**src/rtl/adia_psu_pkg.sv**
```systemverilog
// adia_psu_pkg
// Shared types and helpers for the multi-phase adiabatic PSU sequencer.
//   state_t    : sequencer FSM state (IDLE, RUN, DRAIN)
//   level_hot  : one bit of the one-hot encoding of a ladder level
//   rel_of     : segment distance of a phase from the current segment
package adia_psu_pkg;

    typedef enum logic [1:0] {
        IDLE  = 2'd0,
        RUN   = 2'd1,
        DRAIN = 2'd2
    } state_t;

    // Bit idx of the one-hot vector that selects ladder level "level".
    function automatic logic level_hot(input int level, input int idx);
        return (level == idx);
    endfunction

    // (s - k) mod phases, kept non-negative.
    function automatic int rel_of(input int s, input int k, input int phases);
        return (s + phases - k) % phases;
    endfunction

endpackage

```
**src/rtl/adia_psu_phase_ctl.sv**
```systemverilog
// adia_psu_phase_ctl
// One tank ladder: turns the (next) segment distance, step index and
// activity of a phase into a registered one-hot switch select.
// Optional build macro: DEADTIME_EN (break-before-make, one all-zero
// cycle in front of every level change).
// Ports:
//   clk, rst  : clock, asynchronous active-high reset
//   rel       : (s - k) mod PHASES for the coming cycle
//   t         : step index for the coming cycle
//   active    : phase activity for the coming cycle
//   tick      : levels may change on this edge
//   ctl       : one-hot level select, STEPS+1 bits
//   eval_en   : phase is in a held-high segment
module adia_psu_phase_ctl
    import adia_psu_pkg::*;
#(
    parameter int STEPS  = 8,
    parameter int PHASES = 4
) (
    input  logic                        clk,
    input  logic                        rst,
    input  logic [$clog2(PHASES)-1:0]   rel,
    input  logic [$clog2(STEPS)-1:0]    t,
    input  logic                        active,
    input  logic                        tick,
    output logic [STEPS:0]              ctl,
    output logic                        eval_en
);

    localparam int LW = $clog2(STEPS + 1);

    int            lvl_i;
    int            t_i;
    int            rel_i;
    logic          eval_nxt;
    logic [LW-1:0] lvl_nxt;
    logic [LW-1:0] lvl_q;
    logic [STEPS:0] oh_nxt;
    logic [STEPS:0] oh_q;
    logic          dt_gap;

    always_comb begin
        t_i      = 32'(t);
        rel_i    = 32'(rel);
        lvl_i    = 0;
        eval_nxt = 1'b0;
        if (active) begin
            if (rel_i == 0) begin
                lvl_i = t_i + 1;
            end else if (rel_i < PHASES / 2) begin
                lvl_i    = STEPS;
                eval_nxt = 1'b1;
            end else if (rel_i == PHASES / 2) begin
                lvl_i = STEPS - 1 - t_i;
            end
        end
    end

    assign lvl_nxt = LW'(lvl_i);

    always_comb begin
        oh_nxt = '0;
        oh_q   = '0;
        for (int i = 0; i <= STEPS; i++) begin
            oh_nxt[i] = level_hot(lvl_i, i);
            oh_q[i]   = level_hot(32'(lvl_q), i);
        end
    end

`ifdef DEADTIME_EN
    // Open every switch for one cycle when the level is about to move;
    // the held level is restored from lvl_q on the following cycle.
    assign dt_gap = (lvl_nxt != lvl_q);
`else
    assign dt_gap = 1'b0;
`endif

    always_ff @(posedge clk or posedge rst) begin
        if (rst) begin
            lvl_q   <= '0;
            ctl     <= {{STEPS{1'b0}}, 1'b1};
            eval_en <= 1'b0;
        end else if (tick) begin
            lvl_q   <= lvl_nxt;
            eval_en <= eval_nxt;
            ctl     <= dt_gap ? '0 : oh_nxt;
        end else begin
            ctl <= oh_q;
        end
    end

endmodule

```
**src/rtl/adia_psu_seq_multi.sv**
```systemverilog
// adia_psu_seq_multi
// Parametrised multi-phase adiabatic PSU sequencer with run/drain handshake.
// Optional build macro: DEADTIME_EN (break-before-make on every ladder,
// effective dwell forced to at least two cycles).
// Ports:
//   clk, rst     : clock, asynchronous active-high reset
//   run          : 1 = run, 0 = drain and stop
//   step_div     : step dwell minus 1 (latched at start and period wrap)
//   ctl          : per-phase one-hot level select, phase k at k*(STEPS+1)
//   eval_en      : per-phase held-high indicator
//   busy         : sequencer not idle
//   period_tick  : pulse in the last step-tick cycle of a period
//
// state | meaning
// IDLE  | counters held at 0, all phases inactive at level 0
// RUN   | counters run, phases join at their own segment start
// DRAIN | counters run, phases drop out after their ramp-down
module adia_psu_seq_multi
    import adia_psu_pkg::*;
#(
    parameter int STEPS  = 8,
    parameter int PHASES = 4,
    parameter int DIV_W  = 4
) (
    input  logic                        clk,
    input  logic                        rst,
    input  logic                        run,
    input  logic [DIV_W-1:0]            step_div,
    output logic [PHASES*(STEPS+1)-1:0] ctl,
    output logic [PHASES-1:0]           eval_en,
    output logic                        busy,
    output logic                        period_tick
);

    localparam int TW = $clog2(STEPS);
    localparam int SW = $clog2(PHASES);

    state_t            state;
    state_t            state_nxt;
    logic [DIV_W-1:0]  div_cnt;
    logic [DIV_W-1:0]  div_cnt_nxt;
    logic [DIV_W-1:0]  div_q;
    logic [DIV_W-1:0]  div_q_nxt;
    logic [DIV_W-1:0]  eff_div;
    logic [DIV_W-1:0]  eff_div_nxt;
    logic [TW-1:0]     t;
    logic [TW-1:0]     t_nxt;
    logic [SW-1:0]     s;
    logic [SW-1:0]     s_nxt;
    logic [PHASES-1:0] active;
    logic [PHASES-1:0] active_nxt;
    logic [SW-1:0]     rel_nxt [PHASES];
    logic              tick;
    logic              last_step;
    logic              step_edge;

`ifdef DEADTIME_EN
    assign eff_div     = (div_q == '0) ? DIV_W'(1) : div_q;
    assign eff_div_nxt = (div_q_nxt == '0) ? DIV_W'(1) : div_q_nxt;
`else
    assign eff_div     = div_q;
    assign eff_div_nxt = div_q_nxt;
`endif

    assign tick      = (state != IDLE) && (div_cnt == eff_div);
    assign last_step = tick && (t == TW'(STEPS - 1));
    // Ladders only move on a step tick or on the start edge out of IDLE.
    assign step_edge = tick || ((state == IDLE) && run);

    always_comb begin
        state_nxt   = state;
        div_cnt_nxt = div_cnt;
        div_q_nxt   = div_q;
        t_nxt       = t;
        s_nxt       = s;
        active_nxt  = active;
        case (state)
            IDLE: begin
                if (run) begin
                    state_nxt     = RUN;
                    div_q_nxt     = step_div;
                    active_nxt[0] = 1'b1;
                end
            end
            default: begin
                if (tick) begin
                    div_cnt_nxt = '0;
                    if (t == TW'(STEPS - 1)) begin
                        t_nxt = '0;
                        if (s == SW'(PHASES - 1)) begin
                            s_nxt     = '0;
                            div_q_nxt = step_div;
                        end else begin
                            s_nxt = s + SW'(1);
                        end
                    end else begin
                        t_nxt = t + TW'(1);
                    end
                end else begin
                    div_cnt_nxt = div_cnt + DIV_W'(1);
                end

                if (state == DRAIN) begin
                    // A phase retires only once its ramp-down has reached level 0.
                    for (int k = 0; k < PHASES; k++) begin
                        if (last_step && (rel_of(32'(s), k, PHASES) == PHASES / 2)) begin
                            active_nxt[k] = 1'b0;
                        end
                    end
                    if (run) begin
                        state_nxt = RUN;
                    end else if (active == '0) begin
                        state_nxt   = IDLE;
                        div_cnt_nxt = '0;
                        t_nxt       = '0;
                        s_nxt       = '0;
                    end
                end else if (!run) begin
                    state_nxt = DRAIN;
                end

                // Phases only join at the start of their own ramp-up segment.
                if ((state_nxt == RUN) && tick && (t_nxt == '0)) begin
                    active_nxt[s_nxt] = 1'b1;
                end
            end
        endcase
    end

    always_comb begin
        for (int k = 0; k < PHASES; k++) begin
            rel_nxt[k] = SW'(rel_of(32'(s_nxt), k, PHASES));
        end
    end

    always_ff @(posedge clk or posedge rst) begin
        if (rst) begin
            state       <= IDLE;
            div_cnt     <= '0;
            div_q       <= '0;
            t           <= '0;
            s           <= '0;
            active      <= '0;
            busy        <= 1'b0;
            period_tick <= 1'b0;
        end else begin
            state       <= state_nxt;
            div_cnt     <= div_cnt_nxt;
            div_q       <= div_q_nxt;
            t           <= t_nxt;
            s           <= s_nxt;
            active      <= active_nxt;
            busy        <= (state_nxt != IDLE);
            period_tick <= (state_nxt != IDLE) && (s_nxt == SW'(PHASES - 1)) &&
                           (t_nxt == TW'(STEPS - 1)) && (div_cnt_nxt == eff_div_nxt);
        end
    end

    for (genvar k = 0; k < PHASES; k++) begin : g_phase
        adia_psu_phase_ctl #(
            .STEPS  (STEPS),
            .PHASES (PHASES)
        ) u_phase (
            .clk     (clk),
            .rst     (rst),
            .rel     (rel_nxt[k]),
            .t       (t_nxt),
            .active  (active_nxt[k]),
            .tick    (step_edge),
            .ctl     (ctl[k*(STEPS+1) +: STEPS+1]),
            .eval_en (eval_en[k])
        );
    end

endmodule

```
**config.mk**
```make
export PLATFORM = sky130hd
export DESIGN_NAME = adia_psu_seq_multi
export DESIGN_NICKNAME = d
export VERILOG_FILES = /design/src/rtl/adia_psu_pkg.sv /design/src/rtl/adia_psu_phase_ctl.sv /design/src/rtl/adia_psu_seq_multi.sv
export SDC_FILE = /design/constraint.sdc
export NUM_CORES = 1
export LEC_CHECK = 0
export ABC_CLOCK_PERIOD_IN_PS = 3960
export CAP_MARGIN = 5
export CORE_AREA = 10 10 92 102
export CTS_CLUSTER_SIZE = 12
export DETAILED_ROUTE_END_ITERATION = 8
export DIE_AREA = 0 0 102 112
export PLACE_DENSITY = 0.83
export SYNTH_ARGS = -nofsm -noshare
export SYNTH_HDL_FRONTEND = slang
export SYNTH_HIERARCHICAL = 1
export SYNTH_SLANG_ARGS = --single-unit
```
**constraint.sdc**
```tcl
create_clock -name clk -period 3.96 [get_ports clk]
set_input_delay 0.99 -clock clk [delete_from_list [all_inputs] [get_ports clk]]
set_output_delay 0.99 -clock clk [all_outputs]
set_load 0.02 [all_outputs]
```
Word-level counts from Yosys, hierarchy flattened:

Index checks and enable logic that the tools add are counted.

* bits in registers: 77
* output and inout bits: 42
* word-level logic and storage cells: 235
* bits of input ports: 7

* magnitude comparators: 6
* multiplexer cells: 76
* reduce and logical (&&, ||, !) cells: 35
* $add $sub $neg: 13
* equal/unequal tests: 80
* bitwise gates (word level): 5

Operators with widths (number)
* $eq A32 B4 Y1 const B: 16
* $mux W32: 16
* $eq A32 B3 Y1 const B: 8
* $eq A32 B2 Y1 const B: 4
* $eq A32 B5 Y1 const B: 4
* $logic_not A32 Y1: 4
* $eq A4 B4 Y1 const B: 20
* $mux W4: 13
* $mux W9: 4
* $eq A4 B3 Y1 const B: 8
* $sub A32 B2 Y32 const B: 1
* $sub A32 B3 Y32 const B: 1
* $mux W2: 15
* $mux W3: 8
* $logic_not A4 Y1: 5
* $mux W1: 19
* $eq A3 B3 Y1 const B: 6
* $eq A4 B2 Y1 const B: 4
* $eq A2 B2 Y1 const B: 7
* $logic_and A1 B1 Y1: 13
* $logic_not A2 Y1: 5
* $eq A4 B4 Y1: 2
* $lt A2 B2 Y1 const B: 4
* $reduce_or A2 Y1: 4
* other kinds (18): 24

Depth between registers and ports, before layout:

* word-level depth: 18
* gate-level depth with buffers: 14
* mapped depth without buffers: 13

Cells and area by module:

The synthesis kept the hierarchy.

Modules (own cells, without submodules)
* adia_psu_phase_ctl at g_phase[1].u_phase ...: sequential area each 351.6 µm², area an instance 654.4 µm², times used 3, cells each 61
* adia_psu_seq_multi: sequential area each 525.5 µm², area an instance 1300.0 µm², times used 1, cells each 138
* adia_psu_phase_ctl at g_phase[0].u_phase: sequential area each 351.6 µm², area an instance 630.6 µm², times used 1, cells each 57

Worst setup path before layout:

Ideal clock, no wire load.

* path type: register to register
* from: reg div_cnt[0]
* to: reg g_phase[0].u_phase.ctl[8]
* clock period less this slack: 3.624 ns
* buffers on the path: 0
* cell stages (with the launch flop): 11
* data required time: 3.880 ns
* path slack: 0.336 ns
* setup time: 0.080 ns
* data arrival time: 3.544 ns
* cell sequence: dfrtp_1 > xor2_1 > nor4_2 > nand2_1 > mux2i_1 > nor2_1 > ha_1 > or2_1 > a41o_1 > or2_1 > nor3b_2

* elaborated cells between the ends (all ways): 43
* those cells by class: add/sub (3); order compare (3); eq/ne (3); mux (24); bitwise (1); reduce/logical (9)

RTL lines
* start: declaration: line adia_psu_seq_multi.sv:40 `logic [DIV_W-1:0] div_cnt;`
* start signal: assignment: line adia_psu_seq_multi.sv:148 `div_cnt <= div_cnt_nxt;`
* $eq A4 B4 Y1 *: line adia_psu_seq_multi.sv:65 `assign tick = (state != IDLE) && (div_cnt == eff_div);`
* $logic_and A1 B1 Y1 *: line adia_psu_seq_multi.sv:65
* $mux W3 *: line adia_psu_seq_multi.sv:86 `if (tick) begin`
* $mux W3: line adia_psu_seq_multi.sv:112 `end else if (active == '0) begin`
* $mux W3: line adia_psu_seq_multi.sv:110 `if (run) begin`
* $mux W3 *: line adia_psu_seq_multi.sv:103 `if (state == DRAIN) begin`
* $mux W3 * (2 in a row): line adia_psu_seq_multi.sv:77 `case (state)`
* net t_nxt[0]: line adia_psu_seq_multi.sv:47 `logic [TW-1:0] t_nxt;`
* $sub A3 B3 Y4: line adia_psu_phase_ctl.sv:54 `lvl_i = STEPS - 1 - t_i;`
* $mux W32: line adia_psu_phase_ctl.sv:53 `end else if (rel_i == PHASES / 2) begin`
* $mux W32: line adia_psu_phase_ctl.sv:50 `end else if (rel_i < PHASES / 2) begin`
* $mux W32 *: line adia_psu_phase_ctl.sv:48 `if (rel_i == 0) begin`
* $mux W32 *: line adia_psu_phase_ctl.sv:47 `if (active) begin`
* $eq A32 B5 Y1 *: line adia_psu_pkg.sv:16 `return (level == idx);`
* $mux W9 *: line adia_psu_phase_ctl.sv:83 `end else if (tick) begin`
* end signal: assignment: line adia_psu_phase_ctl.sv:81 `ctl <= {{STEPS{1'b0}}, 1'b1};`
* end signal: assignment: line adia_psu_phase_ctl.sv:86 `ctl <= dt_gap ? '0 : oh_nxt;`
* end signal: assignment: line adia_psu_phase_ctl.sv:88 `ctl <= oh_q;`
* end: declaration: line adia_psu_phase_ctl.sv:26 `output logic [STEPS:0] ctl,`

The timed path passes the listed nets; every way through them passes the cells marked *. The select of a mux whose other input is x is not followed.
A chain may end at the register's enable or synchronous reset.

==> out/qor.yml <==
finish:
  nets: 461
  seqCellArea_um2: 1930
  antennaDiodeCount: 0
  area_growth_pct: 20.2
  drive_gt1_share_pct: 13.7
  fill_cells: 613
  final_common_cell: "dfrtp_1"
  layout_common_cells: "dfrtp_1, clkdlybuf4s50_1, nand2_1"
  multi_input_area_um2: 1790
synthesis:
  yosys_warnings: 6
  synthDistinctLibCells: 58
  synthCells: 378
  ys_seq_elements: 77
  async_flop_share_pct: 100
  synthFlopType: "dfrtp_1"
  avgSynthCellArea_um2: 10.3
  synth_edf_count: 0
  synth_seq_area_share_pct: 49.6
  syn-cell-area_um2: 3890
  syn-num-nets: 398
route:
  via_per_inst: 5.74
  antenna_left: 0
  via_count: 3058
  first_iter_violations: 163
  drc_errors: 0
  drt-pass1-iter-count: 4
  wl_per_cell_um: 16.1
  routed_wl_um: 8580
sta:
  hold-worst-slack_ns: 0.489
  finalSetupTns_ns: 0
  finalHoldViolCount: 0
  setup_viol: 0
  relSlewSlack_pct: 46.3
  grt_setup_unrepaired: "false"
  clock_skew_ns: 0.00750
  finalCriticalPeriod_ns: 3.54
  maxSlewViolCount: 0
  worst_slew_pin_slew_ns: 0.804
  max_freq_mhz: 283
  fin_crit_sh_pct: 89.3
grt:
  grt_pass1_wl_um: 14600
  grt_max_degree: 22
  grt-ovfl-total: 0
  track_usage_pct: 15.6
  grt_pass1_vias: 3076
  antenna_found_initial: 0
clock_network:
  clock_path_buffers: 2
  clk-insertion-delay-late_ns: 0.35
  cts_max_level: 3
  cts_buffers: 9
  cts_setup_buffers: 0
  cts_resized: 0
  root_buffer: "clkbuf_8"
  clock-sinks: 77
  clk_pin_slew_worst_paths_ns: 0.08
  ctsHoldBuffers: 0
  cts_tree: "built"
setup_path:
  critPathMaxStageDelay_ns: 0.61
  cp-end-kind: "register"
  crit_arrival_ns: 3.80
  cp-start-kind: "register"
  path_cells: "nor2_4 -> or4_4 -> nor4_1 -> o21ai_0 -> buf_4 -> o41ai_1 -> nand2b_1 -> nand4bb_2 -> a2bb2oi_1 -> nor3_1"
  crit_slowest_cell: "o41ai_1"
  worst-path-max-fanout: 10
  path_class: "reg -> reg"
  required_ns: 4.22
pwr:
  max-vdd-ir-drop_v: 0.000483
  p_leak_nw: 2.08
  p_total_mw: 3.79
  power_density_nw_per_um2: 809
floorplanning:
  fp.dieArea_um2: 11400
  ios: 49
  die_w_um: 102
  start_util_pct: 53.0
  core-area_um2: 7350
  rows: 33
  fp.dieH_um: 112
min_path:
  hold_path.class: "reg -> reg"
place:
  dp_hpwl_um: 6470
  io_buffers: 48
  routabilityCongestion: 0.963
run:
  drv_cap: 0
outcome:
  status: "finished, final reports clean"
critical path: cells and delay by family (launching register included):
kind            cells  cell delay [ns]
compound gates      3             0.98
buf+inv             1             0.19
flops               1             0.56
simple gates        6             1.72
where the power goes:
part | total (mW) | internal, mW | switching [mW]
Combinational | 2.06 | 0.859 | 1.21
Clock | 0.521 | 0.229 | 0.292
Sequential | 1.20 | 1.05 | 0.153
through the flow:
step / util [%] / instances / cell area [um^2] / worst slack, ns
after CTS: 63.7 / 533 / 4680 / 0.460
final: 63.7 / 533 / 4680 / 0.422
after global routing: 63.7 / 533 / 4680 / 0.111
after floorplan: - / 378 / 3890 / 0.336
after detailed placement: 61.4 / 517 / 4510 / 0.145
after global placement: 61.4 / 517 / 4510 / 0.234
worst paths after layout:
check                                                         from                                endpoint  slack [ns]  cells past startpoint
setup / recovery                                state[0]$_DFF_PP0_     g_phase[3].u_phase/ctl[6]$_DFF_PP0_        0.42                     10
hold / removal             g_phase[2].u_phase/lvl_q[1]$_DFFE_PP0P_     g_phase[2].u_phase/ctl[0]$_DFF_PP1_        0.49                      3
setup reg to reg                                state[0]$_DFF_PP0_     g_phase[3].u_phase/ctl[6]$_DFF_PP0_        0.42                     10
hold reg to reg            g_phase[2].u_phase/lvl_q[1]$_DFFE_PP0P_     g_phase[2].u_phase/ctl[0]$_DFF_PP1_        0.49                      3
max in group asynchronous                                      rst                      div_q[0]$_DFF_PP0_        2.16                      2
min in group asynchronous                                      rst  g_phase[3].u_phase/eval_en$_DFFE_PP0P_        1.17                      2
state kept, by name, indices dropped and copies added, names as in the netlist:
name	count
active	4
busy	1
div_cnt	4
div_q	4
g_phase.u_phase/ctl	36
g_phase.u_phase/eval_en	4
g_phase.u_phase/lvl_q	16
period_tick	1
s	2
state	2
t	3
synthesized netlist by cell type, types with 6 or more instances:
cell / count / area (um^2)
or3_1: 6 / 37.5
inv_1: 26 / 97.6
a31oi_1: 7 / 43.8
nor3_1: 26 / 130
o21ai_0: 25 / 125
ha_1: 13 / 163
nand2_1: 27 / 101
o21ai_1: 9 / 45.0
xor2_1: 9 / 78.8
a21oi_1: 11 / 55.1
dfrtp_1: 73 / 1830
nor2_1: 23 / 86.3
nand2b_1: 15 / 93.8
nand3_1: 9 / 45.0
routing by layer:
| metal | up-vias | global-route usage (%) | share of wire, % |
|---|---|---|---|
| li1 | 1464 | - | - |
| met1 | 1501 | 17.8 | 40 |
| met2 | 75 | 26.1 | 52 |
| met3 | 18 | 4.33 | 6.2 |
| met4 | 0 | 7.53 | 2.3 |
| met5 | - | 0 | 0 |
cell type report:
cell class	count	area share, %
Multi-Input combinational cell	263	38.1
Sequential cell	77	41.3
Timing Repair Buffer	61	12.3
Clock buffer	11	2.81
Inverter	29	2.33
Clock inverter	5	0.775
Tap cell	87	2.33
logic make-up after synthesis:
logic type      after synthesis  share of synthesized area [%]
fa+ha+maj                    13                           4.18
compound gates               87                           15.7
flops                        77                           49.6
simple gates                149                           22.6
mux                           4                           1.09
xor+xnor                     10                           2.25
buf+inv                      38                           4.53
No activity file was read; power rests on OpenSTA's default activity.
